[src/rtl/keyscan_pkg.sv]
// Shared constants, types and helpers for the wb_keyscan keypad controller.
// Optional macro KEYSCAN_RELEASE_EN is consumed by wb_keyscan.
package keyscan_pkg;

  localparam int NUM_ROWS = 4;
  localparam int NUM_COLS = 3;
  localparam int NUM_KEYS = NUM_ROWS * NUM_COLS;
  localparam int KEY_W    = 4;
  localparam int EV_W     = KEY_W + 1;
  localparam int CNT_W    = 4;

  localparam logic [3:0] REG_STATUS = 4'h0;
  localparam logic [3:0] REG_DATA   = 4'h4;
  localparam logic [3:0] REG_CTRL   = 4'h8;

  localparam int VALID_BIT   = 8;
  localparam int RELEASE_BIT = 4;

  typedef enum logic [1:0] {
    IDLE,
    DRIVE,
    SAMPLE,
    PROC
  } scan_state_e;

  function automatic logic [KEY_W-1:0] key_code(
    input logic [1:0] row,
    input logic [1:0] col
  );
    logic [KEY_W-1:0] r4;
    logic [KEY_W-1:0] c4;
    r4 = {2'b00, row};
    c4 = {2'b00, col};
    return r4 * 4'd3 + c4;
  endfunction

endpackage

[src/rtl/keyscan_fifo.sv]
// Synchronous event FIFO; a push while full is accepted only
// when a pop frees a slot in the same cycle.
module keyscan_fifo #(
  parameter int WIDTH = 5,
  parameter int DEPTH = 8
) (
  input  logic                     clk,
  input  logic                     reset,
  input  logic                     push,
  input  logic                     pop,
  input  logic [WIDTH-1:0]         din,
  output logic [WIDTH-1:0]         dout,
  output logic                     full,
  output logic                     empty,
  output logic [$clog2(DEPTH):0]   count
);

  localparam int AW = $clog2(DEPTH);

  logic [WIDTH-1:0] mem_q [DEPTH];
  logic [WIDTH-1:0] mem_d [DEPTH];
  logic [AW-1:0]    wr_q, wr_d;
  logic [AW-1:0]    rd_q, rd_d;
  logic [AW:0]      cnt_q, cnt_d;
  logic             push_ok;
  logic             pop_ok;

  assign full  = (cnt_q == (AW+1)'(DEPTH));
  assign empty = (cnt_q == '0);
  assign count = cnt_q;
  assign dout  = mem_q[rd_q];

  assign pop_ok  = pop & ~empty;
  assign push_ok = push & (~full | pop_ok);

  always_comb begin
    mem_d = mem_q;
    wr_d  = wr_q;
    rd_d  = rd_q;
    cnt_d = cnt_q;
    if (push_ok) begin
      mem_d[wr_q] = din;
      wr_d        = wr_q + 1'b1;
    end
    if (pop_ok) begin
      rd_d = rd_q + 1'b1;
    end
    unique case ({push_ok, pop_ok})
      2'b10:   cnt_d = cnt_q + 1'b1;
      2'b01:   cnt_d = cnt_q - 1'b1;
      default: cnt_d = cnt_q;
    endcase
  end

  always_ff @(posedge clk or negedge reset) begin
    if (!reset) begin
      for (int i = 0; i < DEPTH; i++) begin
        mem_q[i] <= '0;
      end
      wr_q  <= '0;
      rd_q  <= '0;
      cnt_q <= '0;
    end else begin
      mem_q <= mem_d;
      wr_q  <= wr_d;
      rd_q  <= rd_d;
      cnt_q <= cnt_d;
    end
  end

endmodule

[src/rtl/wb_keyscan.sv]
// Wishbone 4x3 keypad scanner with debounce and event FIFO.
// Define KEYSCAN_RELEASE_EN to also queue key-release events.
module wb_keyscan
  import keyscan_pkg::*;
#(
  parameter int clk_freq       = 100000000,
  parameter int scan_hz        = 1000,
  parameter int debounce_scans = 4,
  parameter int fifo_depth     = 8
) (
  input  logic        clk,
  input  logic        reset,
  input  logic [31:0] wb_adr_i,
  input  logic [31:0] wb_dat_i,
  output logic [31:0] wb_dat_o,
  input  logic        wb_stb_i,
  input  logic        wb_cyc_i,
  input  logic        wb_we_i,
  input  logic [3:0]  wb_sel_i,
  output logic        wb_ack_o,
  input  logic [2:0]  col,
  output logic [3:0]  fil,
  output logic        intr
);

  localparam int DWELL_RAW = clk_freq / scan_hz;
  localparam int DWELL = (DWELL_RAW < 4) ? 4 : DWELL_RAW;
  localparam int DW_W  = $clog2(DWELL);
  localparam int FC_W  = $clog2(fifo_depth) + 1;

  logic        ack_q, ack_d;
  logic        we_q, we_d;
  logic [1:0]  adr_q, adr_d;
  logic [1:0]  wdat_q, wdat_d;
  logic [1:0]  ctrl_q, ctrl_d;
  logic        ovf_q, ovf_d;
  logic        intr_q, intr_d;
  logic [2:0]  sync1_q, sync1_d;
  logic [2:0]  sync2_q, sync2_d;

  scan_state_e state_q, state_d;
  logic [1:0]  row_q, row_d;
  logic [1:0]  col_q, col_d;
  logic [DW_W-1:0] dwell_q, dwell_d;
  logic [2:0]  raw_q, raw_d;
  logic [NUM_KEYS-1:0] stable_q, stable_d;
  logic [NUM_KEYS-1:0][CNT_W-1:0] cnt_q, cnt_d;

  logic            scan_en;
  logic [KEY_W-1:0] key;
  logic            hit;
  logic            ev_push;
  logic            ev_rel;
  logic [EV_W-1:0] ev_din;

  logic            f_pop;
  logic [EV_W-1:0] f_dout;
  logic            f_full;
  logic            f_empty;
  logic [FC_W-1:0] f_count;
  logic [4:0]      cnt5;
  logic [3:0]      fill4;

  logic        req;
  logic        wr;
  logic        rd;
  logic        is_sta;
  logic        is_dat;
  logic        is_ctl;
  logic [31:0] rdata;
  logic        unused_ok;

  assign unused_ok = ^{wb_sel_i, wb_adr_i[31:4],
                       wb_adr_i[1:0], wb_dat_i[31:2]};

  assign scan_en = ctrl_q[0];
  assign key     = key_code(row_q, col_q);
  assign hit     = raw_q[col_q];
  assign ev_din  = {ev_rel, key};

  // Row drive drops as soon as scanning is disabled.
  always_comb begin
    fil = 4'b1111;
    if (state_q != IDLE && scan_en) begin
      fil[row_q] = 1'b0;
    end
  end

  always_comb begin
    sync1_d  = col;
    sync2_d  = sync1_q;
    state_d  = state_q;
    row_d    = row_q;
    col_d    = col_q;
    dwell_d  = dwell_q;
    raw_d    = raw_q;
    stable_d = stable_q;
    cnt_d    = cnt_q;
    ev_push  = 1'b0;
    ev_rel   = 1'b0;
    if (!scan_en) begin
      state_d  = IDLE;
      stable_d = '0;
      cnt_d    = '0;
    end else begin
      unique case (state_q)
        IDLE: begin
          state_d = DRIVE;
          row_d   = '0;
          dwell_d = '0;
        end
        DRIVE: begin
          if (dwell_q == DW_W'(DWELL - 2)) begin
            state_d = SAMPLE;
          end else begin
            dwell_d = dwell_q + 1'b1;
          end
        end
        SAMPLE: begin
          raw_d   = ~sync2_q;
          col_d   = '0;
          state_d = PROC;
        end
        PROC: begin
          if (hit != stable_q[key]) begin
            if (cnt_q[key] == CNT_W'(debounce_scans - 1)) begin
              stable_d[key] = hit;
              cnt_d[key]    = '0;
`ifdef KEYSCAN_RELEASE_EN
              ev_push = 1'b1;
              ev_rel  = ~hit;
`else
              ev_push = hit;
`endif
            end else begin
              cnt_d[key] = cnt_q[key] + 1'b1;
            end
          end else begin
            cnt_d[key] = '0;
          end
          if (col_q == 2'd2) begin
            row_d   = row_q + 2'd1;
            dwell_d = '0;
            state_d = DRIVE;
          end else begin
            col_d = col_q + 2'd1;
          end
        end
        default: state_d = IDLE;
      endcase
    end
  end

  keyscan_fifo #(
    .WIDTH (EV_W),
    .DEPTH (fifo_depth)
  ) u_fifo (
    .clk   (clk),
    .reset (reset),
    .push  (ev_push),
    .pop   (f_pop),
    .din   (ev_din),
    .dout  (f_dout),
    .full  (f_full),
    .empty (f_empty),
    .count (f_count)
  );

  assign cnt5  = 5'(f_count);
  assign fill4 = cnt5[4] ? 4'hF : cnt5[3:0];

  // Request fields are latched so side effects need not track stb.
  assign req    = wb_stb_i & wb_cyc_i;
  assign ack_d  = req & ~ack_q;
  assign we_d   = ack_d ? wb_we_i : we_q;
  assign adr_d  = ack_d ? wb_adr_i[3:2] : adr_q;
  assign wdat_d = ack_d ? wb_dat_i[1:0] : wdat_q;

  assign wr     = ack_q & we_q;
  assign rd     = ack_q & ~we_q;
  assign is_sta = (adr_q == REG_STATUS[3:2]);
  assign is_dat = (adr_q == REG_DATA[3:2]);
  assign is_ctl = (adr_q == REG_CTRL[3:2]);
  assign f_pop  = rd & is_dat & ~f_empty;

  always_comb begin
    rdata = '0;
    unique case (1'b1)
      is_sta: rdata = {24'b0, fill4, 2'b00, ovf_q, ~f_empty};
      is_dat: begin
        if (!f_empty) begin
          rdata[VALID_BIT]   = 1'b1;
          rdata[RELEASE_BIT] = f_dout[KEY_W];
          rdata[KEY_W-1:0]   = f_dout[KEY_W-1:0];
        end
      end
      is_ctl: rdata = {30'b0, ctrl_q};
      default: rdata = '0;
    endcase
  end

  always_comb begin
    ctrl_d = ctrl_q;
    ovf_d  = ovf_q;
    if (wr & is_ctl) begin
      ctrl_d = wdat_q;
    end
    if (wr & is_sta & wdat_q[1]) begin
      ovf_d = 1'b0;
    end
    if (ev_push & f_full & ~f_pop) begin
      ovf_d = 1'b1;
    end
    intr_d = ctrl_q[1] & ~f_empty;
  end

  assign wb_ack_o = ack_q;
  assign wb_dat_o = ack_q ? rdata : '0;
  assign intr     = intr_q;

  always_ff @(posedge clk or negedge reset) begin
    if (!reset) begin
      ack_q    <= 1'b0;
      we_q     <= 1'b0;
      adr_q    <= '0;
      wdat_q   <= '0;
      ctrl_q   <= '0;
      ovf_q    <= 1'b0;
      intr_q   <= 1'b0;
      sync1_q  <= 3'b111;
      sync2_q  <= 3'b111;
      state_q  <= IDLE;
      row_q    <= '0;
      col_q    <= '0;
      dwell_q  <= '0;
      raw_q    <= '0;
      stable_q <= '0;
      cnt_q    <= '0;
    end else begin
      ack_q    <= ack_d;
      we_q     <= we_d;
      adr_q    <= adr_d;
      wdat_q   <= wdat_d;
      ctrl_q   <= ctrl_d;
      ovf_q    <= ovf_d;
      intr_q   <= intr_d;
      sync1_q  <= sync1_d;
      sync2_q  <= sync2_d;
      state_q  <= state_d;
      row_q    <= row_d;
      col_q    <= col_d;
      dwell_q  <= dwell_d;
      raw_q    <= raw_d;
      stable_q <= stable_d;
      cnt_q    <= cnt_d;
    end
  end

endmodule

[config.mk]
export PLATFORM = sky130hd
export DESIGN_NAME = wb_keyscan
export DESIGN_NICKNAME = d
export VERILOG_FILES = /design/src/rtl/keyscan_pkg.sv /design/src/rtl/keyscan_fifo.sv /design/src/rtl/wb_keyscan.sv
export SDC_FILE = /design/constraint.sdc
export NUM_CORES = 1
export LEC_CHECK = 0
export BUFFER_PORTS_ARGS = -buffer_cell sky130_fd_sc_hd__buf_2
export CORE_AREA = 4 4 100 197
export DETAILED_ROUTE_END_ITERATION = 6
export DIE_AREA = 0 0 104 201
export GPL_ROUTABILITY_DRIVEN = 0
export HOLD_SLACK_MARGIN = 0.08
export PLACE_DENSITY = 0.75
export SYNTH_ARGS = -nofsm -noshare
export SYNTH_HDL_FRONTEND = slang
export SYNTH_SLANG_ARGS = --single-unit
[constraint.sdc]
create_clock -name clk -period 5.75 [get_ports clk]
set_clock_uncertainty 0.05 [all_clocks]
set_input_delay 1.15 -clock clk [delete_from_list [all_inputs] [get_ports clk]]
set_output_delay 1.15 -clock clk [all_outputs]
set_load 0.02 [all_outputs]
==> flow_summary_export.csv, run 1 <==
group,metric,value,unit
clock_tree,numCtsBuffers,17,
timing,hold_viol_final,0,
synth,synth-seq-area-share,44.9,%
placement,port_buffers,26,
critical_path,reg2reg_slack,0.39,ns
clock_tree,h-tree-depth,4,
synth,synth_cells,789,
floorplan,dieArea,20900,sq um
routing,first_pass_iters,5,
timing,clock.fmax,187,MHz
power_and_ir_drop,powerDensity,296,nW/um^2
timing,final-setup-viol-count,0,
synth,synth_cell_type_count,61,
routing,wl_met3,714,um
clock_tree,cts_hold_buf,0,
placement,place_area,8300,sq um
power_and_ir_drop,cell_internal_pwr,1.83,mW
critical_path,critical_path_arrival,5.61,ns
timing,rsz0062_at_grt,"false",
critical_path,cp_num_buf_inv,3,
routing,ant_nets,0,
critical_path,r2r_start,"row_q[0]",
routing,wl,19700,um
grt,grt_pass1_wl,32500,um
clock_tree,ctsResizeCount,0,
critical_path,crit_top_cell,"ha_1",
critical_path,cpMaxStageDelayCell,"fa_1",
timing,tightest_slew,0.948,ns
final_layout,area_growth,10.6,%
critical_path,cp_slowest_stage_delay,0.62,ns
critical_path,cp_max_fo,9,
power_and_ir_drop,ir_drop,0.199,mV
floorplan,rows,70,
final_layout,fin_util,48.9,%
timing,finalCritPeriodShare,93.2,%
synth,yosys.area.top_type,"dfrtp_1",
clock_tree,cts_tree,"built",
grt,grt_pass1_vias,6361,
timing,timing.slew.headroom,36.8,%
critical_path,critPathTopFamily,"adder cells",
clock_tree,path_clk_slew,0.06,ns
grt,grt_max_degree,106,
synth,yosysTopAreaCellShare,42.9,%
clock_tree,clkLatencyLatePin,0.42,ns
grt,grt.total_usage,19.4,%
timing,fin_tns_setup,0,ns
routing,via_per_inst,6.05,
final_layout,final_nets,893,
placement,dp_slack,0.475,ns
timing,worst_slack,0.390,ns
synth,ys_seq_elements,144,
floorplan,die_h,201,um
clock_tree,cts_buffer_depth,2,
synth,synth_edf_count,0,
critical_path,critPathCaptureType,"register",
clock_tree,cts_root_buffer,"clkbuf_16",
synth,async_reset_ff_share,100,%
power_and_ir_drop,p_leak,3.84,nW
routing,wl_met1,6640,um
floorplan,die_x,104,um
grt,overflow,0,
routing,via_count,6200,
floorplan,start_util,44.2,%
final_layout,antennaDiodeCount,0,
power_and_ir_drop,power.share.clock,42.6,%
timing,fin_crit,5.36,ns
critical_path,startpoint_type,"register",
synth,ys_warn_count,0,
critical_path,timing_worst_setup_path_type,"register to register",
synth,synth_area_leaders,"dfrtp_1, mux4_2, nand2_1",
hold_path,hold_depth,0,
synth,syn_area,8050,sq um
power_and_ir_drop,total_power,2.63,mW
power_and_ir_drop,combPwrFrac,15.7,%
routing,dr_wl_met2,11000,um
routing,drcViolationCount,0,
routing,drt_iter0_drc,468,
hold_path,min-delay-start,"sync1_q[0]",
routing,post_drt_wl_per_cell,19.3,um
run,maxCapViolations,0,
critical_path,cp_cell_sequence,"fa_1, ha_1, inv_1, fa_1, nor2b_1, and2_1, a221oi_2, inv_1, ha_1, inv_1, a21oi_1, o21a_1, and4_1, nand2_1, ha_1, xor2_1, ha_1, a21oi_1, xor2_1, nor2_1, xor2_1",
hold_path,hold_class,"register to register",
final_layout,finalInstanceArea,8900,sq um
critical_path,rr_worst_depth,21,
power_and_ir_drop,swShare,30.6,%
power_and_ir_drop,p_seq_share,41.7,%
routing,top_layer,"met4",
floorplan,io_pins,114,
status,status,"completed",
final_layout,final_layout_size_suffix_gt1_share,17.6,%
grt,antenna_found_initial,0,
clock_tree,cts_sinks,144,
synth,avgSynthCellArea,10.2,sq um
placement,dp_hpwl,14200,um
critical_path,r2r-end,"u_fifo.count[2]",
clock_tree,cts_setup_buffers,0,
critical_path,required,6.00,ns
timing,slew_viol_final,0,
power_and_ir_drop,p_sw,0.806,mW
floorplan,core_area,18200,sq um
synth,synth_ff_type,"dfrtp_1",
hold_path,min_to,"sync2_q[0]",
## metrics by stage
step / hold slack, ns / cells
detailed placement: 0.300 / 992
floorplan: 0.295 / 811
global route: 0.312 / 1024
finish: 0.309 / 1024
global placement: 0.295 / 992
CTS: 0.309 / 1024
## worst max path at each step
stage	slack (ns)	depth (start not counted)	from	end
after detailed placement	0.48	21	row_q[0]	u_fifo.count[2]
after global placement	0.51	21	row_q[0]	u_fifo.count[2]
after CTS	0.44	21	row_q[0]	u_fifo.count[2]
after floorplan	0.71	24	row_q[0]	u_fifo.count[2]
final	0.39	21	row_q[0]	u_fifo.count[2]
after global routing	0.04	21	row_q[0]	u_fifo.count[2]
## worst register-to-register path: cells and delay by family, from the launching register on
| family | cells | cell delay [ns] |
|---|---|---|
| AO/OA/AOI/OAI | 4 | 0.61 |
| XOR/XNOR | 3 | 0.47 |
| adder cells (fa/ha/maj) | 6 | 1.98 |
| buffers and inverters | 3 | 0.20 |
| flip-flops | 1 | 0.47 |
| AND/OR/NAND/NOR | 5 | 1.46 |
## layout by cell type, fill, tap and decap left out, types with 25 or more instances in the layout
cell | synthesis | final
o31ai_1 | 27 | 27
mux2_2 | 25 | 25
inv_1 | 30 | 30
o21ai_0 | 42 | 42
nand2_1 | 97 | 97
and2_1 | 35 | 35
nand3_1 | 27 | 27
buf_2 | 8 | 25
dfrtp_1 | 138 | 137
nor2_1 | 35 | 35
## kinds of logic after synthesis
kind of cell | after synthesis | synth area share, %
and+or+nand+nor | 284 | 18.4
DFF | 144 | 44.9
AOI/OAI and AO/OA | 140 | 12.2
buffers and inverters | 111 | 6.61
muxes | 73 | 12.7
adders and majority gates | 22 | 3.61
xor gates and xnor gates | 14 | 1.52
other | 1 | 0.0466
## synthesized netlist by cell type, types with 3 or more instances
master    instances
dfrtp_1         138
nand2_1          97
clkbuf_1         45
o21ai_0          42
and2_1           35
nor2_1           35
inv_1            30
nand3_1          27
o31ai_1          27
mux2_2           25
buf_4            24
mux2i_1          24
nor4_1           23
ha_1             20
mux4_2           20
a21oi_1          18
xor2_1           10
a311o_1           9
nand4_1           9
o41ai_1           9
or3_1             9
or4_1             9
buf_2             8
nor2b_1           8
o311ai_0          8
nand2b_1          7
dfstp_2           6
and3_1            5
o22ai_1           5
o32ai_1           5
xnor2_1           4
a22oi_1           3
nand3b_1          3
o211ai_1          3
## per-layer routing
metal | GRT usage (%) | vias up
met2 | 36.1 | 241
met3 | 3.32 | 90
met1 | 18.8 | 3044
met5 | 0 | -
li1 | - | 2825
met4 | 14.6 | 0
## power groups by stage
stage | registers, mW | logic [mW] | clock network [mW]
2_1_floorplan | 1.09 | 0.311 | 0
3_3_place_gp | 1.11 | 0.406 | 0
3_5_place_dp | 1.12 | 0.411 | 0
4_1_cts | 1.10 | 0.414 | 1.14
5_1_grt | 1.11 | 0.451 | 1.19
6_report | 1.10 | 0.414 | 1.12
## state kept, by name, indices dropped and copies added (netlist names), 2 cells and up
name,count
adr_q,2
cnt_q,48
col_q,2
ctrl_q,2
dwell_q,17
raw_q,3
row_q,2
stable_q,12
state_q,2
sync1_q,3
sync2_q,3
u_fifo.count,4
u_fifo.mem_q,32
u_fifo.rd_q,3
u_fifo.wr_q,3
wdat_q,2
## layout make-up
type	instances	area [sq um]
repair buffers	46	299
fillers	1652	9320
clock inverters	13	148
well taps	216	270
clock buffers	19	453
inverters	30	113
flip-flops and latches	144	3610
multi-input cells	556	4010
No activity file was read; power rests on OpenSTA's default activity.
==> inputs of run 2 (changes only) <==
==> config.mk (replaced) <==
export PLATFORM = sky130hd
export DESIGN_NAME = wb_keyscan
export DESIGN_NICKNAME = d
export VERILOG_FILES = /design/src/rtl/keyscan_pkg.sv /design/src/rtl/keyscan_fifo.sv /design/src/rtl/wb_keyscan.sv
export SDC_FILE = /design/constraint.sdc
export NUM_CORES = 1
export LEC_CHECK = 0
export CORE_AREA = 4 4 101 199
export DETAILED_ROUTE_END_ITERATION = 6
export DIE_AREA = 0 0 105 203
export DONT_BUFFER_PORTS = 1
export GPL_ROUTABILITY_DRIVEN = 0
export HOLD_SLACK_MARGIN = 0.08
export PLACE_DENSITY = 0.7
export SYNTH_ARGS = -nofsm -noshare
export SYNTH_HDL_FRONTEND = slang
export SYNTH_HIERARCHICAL = 1
export SYNTH_SLANG_ARGS = --single-unit
==> constraint.sdc (replaced) <==
create_clock -name clk -period 6.21 [get_ports clk]
set_clock_uncertainty 0.05 [all_clocks]
set_input_delay 1.242 -clock clk [delete_from_list [all_inputs] [get_ports clk]]
set_output_delay 1.242 -clock clk [all_outputs]
set_load 0.02 [all_outputs]
==> flow_summary_export.csv, run 2 <==
group,metric,value,unit
power_and_ir_drop,swShare,28.9,%
synth,synth_common_cells,"dfrtp_1, nand3_1, o21ai_0",
synth,synth_ff_type,"dfrtp_1",
routing,post_drt_wl_per_cell,18.4,um
synth,async_reset_ff_share,100,%
timing,rsz0062_at_grt,"false",
synth,synth_edf_count,0,
final_layout,antennaDiodeCount,0,
clock_tree,cts_root_buffer,"clkbuf_16",
power_and_ir_drop,ir_drop,0.173,mV
floorplan,io_pins,114,
grt,overflow,0,
routing,first_pass_iters,4,
final_layout,final_cell_mix,"dfrtp_1, nand3_1, o21ai_0",
grt,grt_pass1_wl,29800,um
floorplan,start_util,44.3,%
run,maxCapViolations,0,
routing,via_per_inst,5.76,
floorplan,die_h,203,um
timing,final-setup-viol-count,0,
power_and_ir_drop,powerDensity,276,nW/um^2
timing,fin_tns_setup,0,ns
timing,clock.fmax,177,MHz
routing,drt_iter0_drc,411,
clock_tree,cts_tree,"built",
routing,drcViolationCount,0,
clock_tree,cts_hold_buf,0,
synth,yosys.area.top_type,"dfrtp_1",
synth,ys_warn_count,6,
power_and_ir_drop,power.share.clock,41.7,%
synth,synth_cell_type_count,72,
synth,synth_area_leaders,"dfrtp_1, mux2_2, mux4_2",
status,status,"completed",
placement,place_area,8350,sq um
final_layout,largest_register_ff_count,48,
critical_path,critPathCaptureType,"register",
timing,tightest_slew,1.03,ns
grt,grt_max_degree,153,
floorplan,core_area,18700,sq um
clock_tree,clkLatencyLatePin,0.42,ns
floorplan,rows,71,
final_layout,final_nets,829,
final_layout,nFillCells,1678,
synth,synth-seq-area-share,46.2,%
timing,finalCritPeriodShare,91.0,%
synth,yosysTopAreaCellShare,44.2,%
power_and_ir_drop,p_sw,0.713,mW
clock_tree,cts_setup_buffers,0,
power_and_ir_drop,cell_internal_pwr,1.76,mW
placement,dp_hpwl,12600,um
floorplan,die_x,105,um
synth,avgSynthCellArea,11.3,sq um
clock_tree,cts_sinks,152,
critical_path,required,6.46,ns
final_layout,top_register,"cnt_q",
synth,post-synth-top-count-cell,"dfrtp_1",
synth,ys_seq_elements,152,
power_and_ir_drop,combPwrFrac,15.3,%
placement,port_buffers,0,
grt,grt_pass1_vias,5898,
clock_tree,cts_buffer_depth,2,
floorplan,dieArea,21300,sq um
critical_path,critical_path_arrival,5.90,ns
critical_path,timing_worst_setup_path_type,"register to register",
synth,syn_area,8260,sq um
final_layout,layout_commonest_cell,"dfrtp_1",
hold_path,hold_class,"register to register",
timing,timing.slew.headroom,31.1,%
clock_tree,h-tree-depth,4,
clock_tree,numCtsBuffers,17,
grt,grt.total_usage,17.5,%
timing,hold_viol_final,0,
grt,antenna_found_initial,0,
routing,via_count,5543,
power_and_ir_drop,p_seq_share,42.9,%
final_layout,top_regs,"cnt_q: 48 flops, u_fifo/mem_q: 40 flops, dwell_q: 17 flops",
final_layout,finalInstanceArea,8940,sq um
timing,fin_crit,5.65,ns
routing,wl,17700,um
clock_tree,path_clk_slew,0.06,ns
final_layout,area_growth,8.29,%
critical_path,cp_max_fo,11,
timing,slew_viol_final,0,
final_layout,final_layout_size_suffix_gt1_share,17.5,%
critical_path,startpoint_type,"register",
routing,ant_nets,0,
power_and_ir_drop,p_leak,3.81,nW
synth,synth_cells,730,
## run 2: cell types whose count changed in the layout (fill, tap and decap cells not counted), sizes merged, moves of 9 or more
cell and change:
nand2 -67, inv -9, and2 -21, buf -36
o31ai -22, mux2 +26, or4 -9, nand3 +43
xnor2 +11, o21ai +19, nor4 -22, o311ai +9
## run 2: layer usage
metal  GRT usage [%]  up-vias  routed length [um]
li1                -     2617                   -
met1            17.7     2782                6250
met2            34.1      109               10400
met3            2.55       35                 425
met4            8.87        0                 613
met5               0        -                   0
## run 2: power groups by stage
stage | Clock (mW) | Sequential, mW | Combinational, mW
4_1_cts | 1.05 | 1.06 | 0.376
3_3_place_gp | 0 | 1.08 | 0.369
6_report | 1.03 | 1.06 | 0.378
2_1_floorplan | 0 | 1.07 | 0.308
3_5_place_dp | 0 | 1.08 | 0.374
5_1_grt | 1.10 | 1.06 | 0.415
## run 2: path summary, 6_finish.rpt
| kind | end | start | cells after the start | slack, ns |
|---|---|---|---|---|
| hold / removal | sync2_q[2] | sync1_q[2] | 0 | 0.31 |
| hold reg to reg | sync2_q[2] | sync1_q[2] | 0 | 0.31 |
| min in group asynchronous | dwell_q[15] | reset | 0 | 0.47 |
| setup reg to reg | u_fifo/count[3] | row_q[0] | 17 | 0.56 |
| max in group asynchronous | ctrl_q[0] | reset | 0 | 5.34 |
| setup / recovery | u_fifo/count[3] | row_q[0] | 17 | 0.56 |
## run 2: what timing repair did
item                                   CTS  global route
resized for setup                        0             1
setup endpoints to repair                0             1
endpoints found under the hold margin    0             0
## run 2: cell families after synthesis
group	Yosys count	share of synthesized area, %
multiplexers	90	14.6
buffers and inverters	84	5.73
adder cells (fa/ha/maj)	23	3.76
AND/OR/NAND/NOR	229	15.3
flip-flops	152	46.2
AO/OA/AOI/OAI	128	11.7
other	1	0.0454
XOR/XNOR	23	2.62
## run 2: layout make-up
class	count	area (sq um)	area share [%]
Timing Repair Buffer	10	75.1	0.840
Clock buffer	22	474	5.30
Multi-Input combinational cell	524	4090	45.8
Clock inverter	10	119	1.33
Sequential cell	152	3810	42.6
Tap cell	219	274	3.06
Inverter	25	93.8	1.05
## run 2: stage by stage
| stage | utilization [%] | hold slack [ns] | std cells | setup WS [ns] | total power [mW] |
|---|---|---|---|---|---|
| after floorplan | - | 0.295 | 760 | 1.02 | 1.37 |
| after global placement | 44.7 | 0.296 | 930 | 0.505 | 1.45 |
| after detailed placement | 44.7 | 0.297 | 930 | 0.430 | 1.45 |
| after CTS | 47.9 | 0.309 | 962 | 0.423 | 2.49 |
| after global routing | 47.9 | 0.313 | 962 | 0.130 | 2.58 |
| final | 47.9 | 0.308 | 962 | 0.559 | 2.47 |
## run 2: worst max-delay path, stage by stage, from the launching register on
cell and delay, ns:
dfrtp_1 0.47, fa_1 0.57, ha_1 0.14, inv_1 0.05, fa_1 0.72, inv_1 0.27, nor2_1 0.35, a221oi_4 0.12
inv_1 0.08, ha_1 0.20, and2_1 0.29, and4_2 0.46, o21ai_2 0.15, ha_1 0.35, ha_1 0.38, or4b_2 0.65
o311ai_0 0.13, o211ai_1 0.12
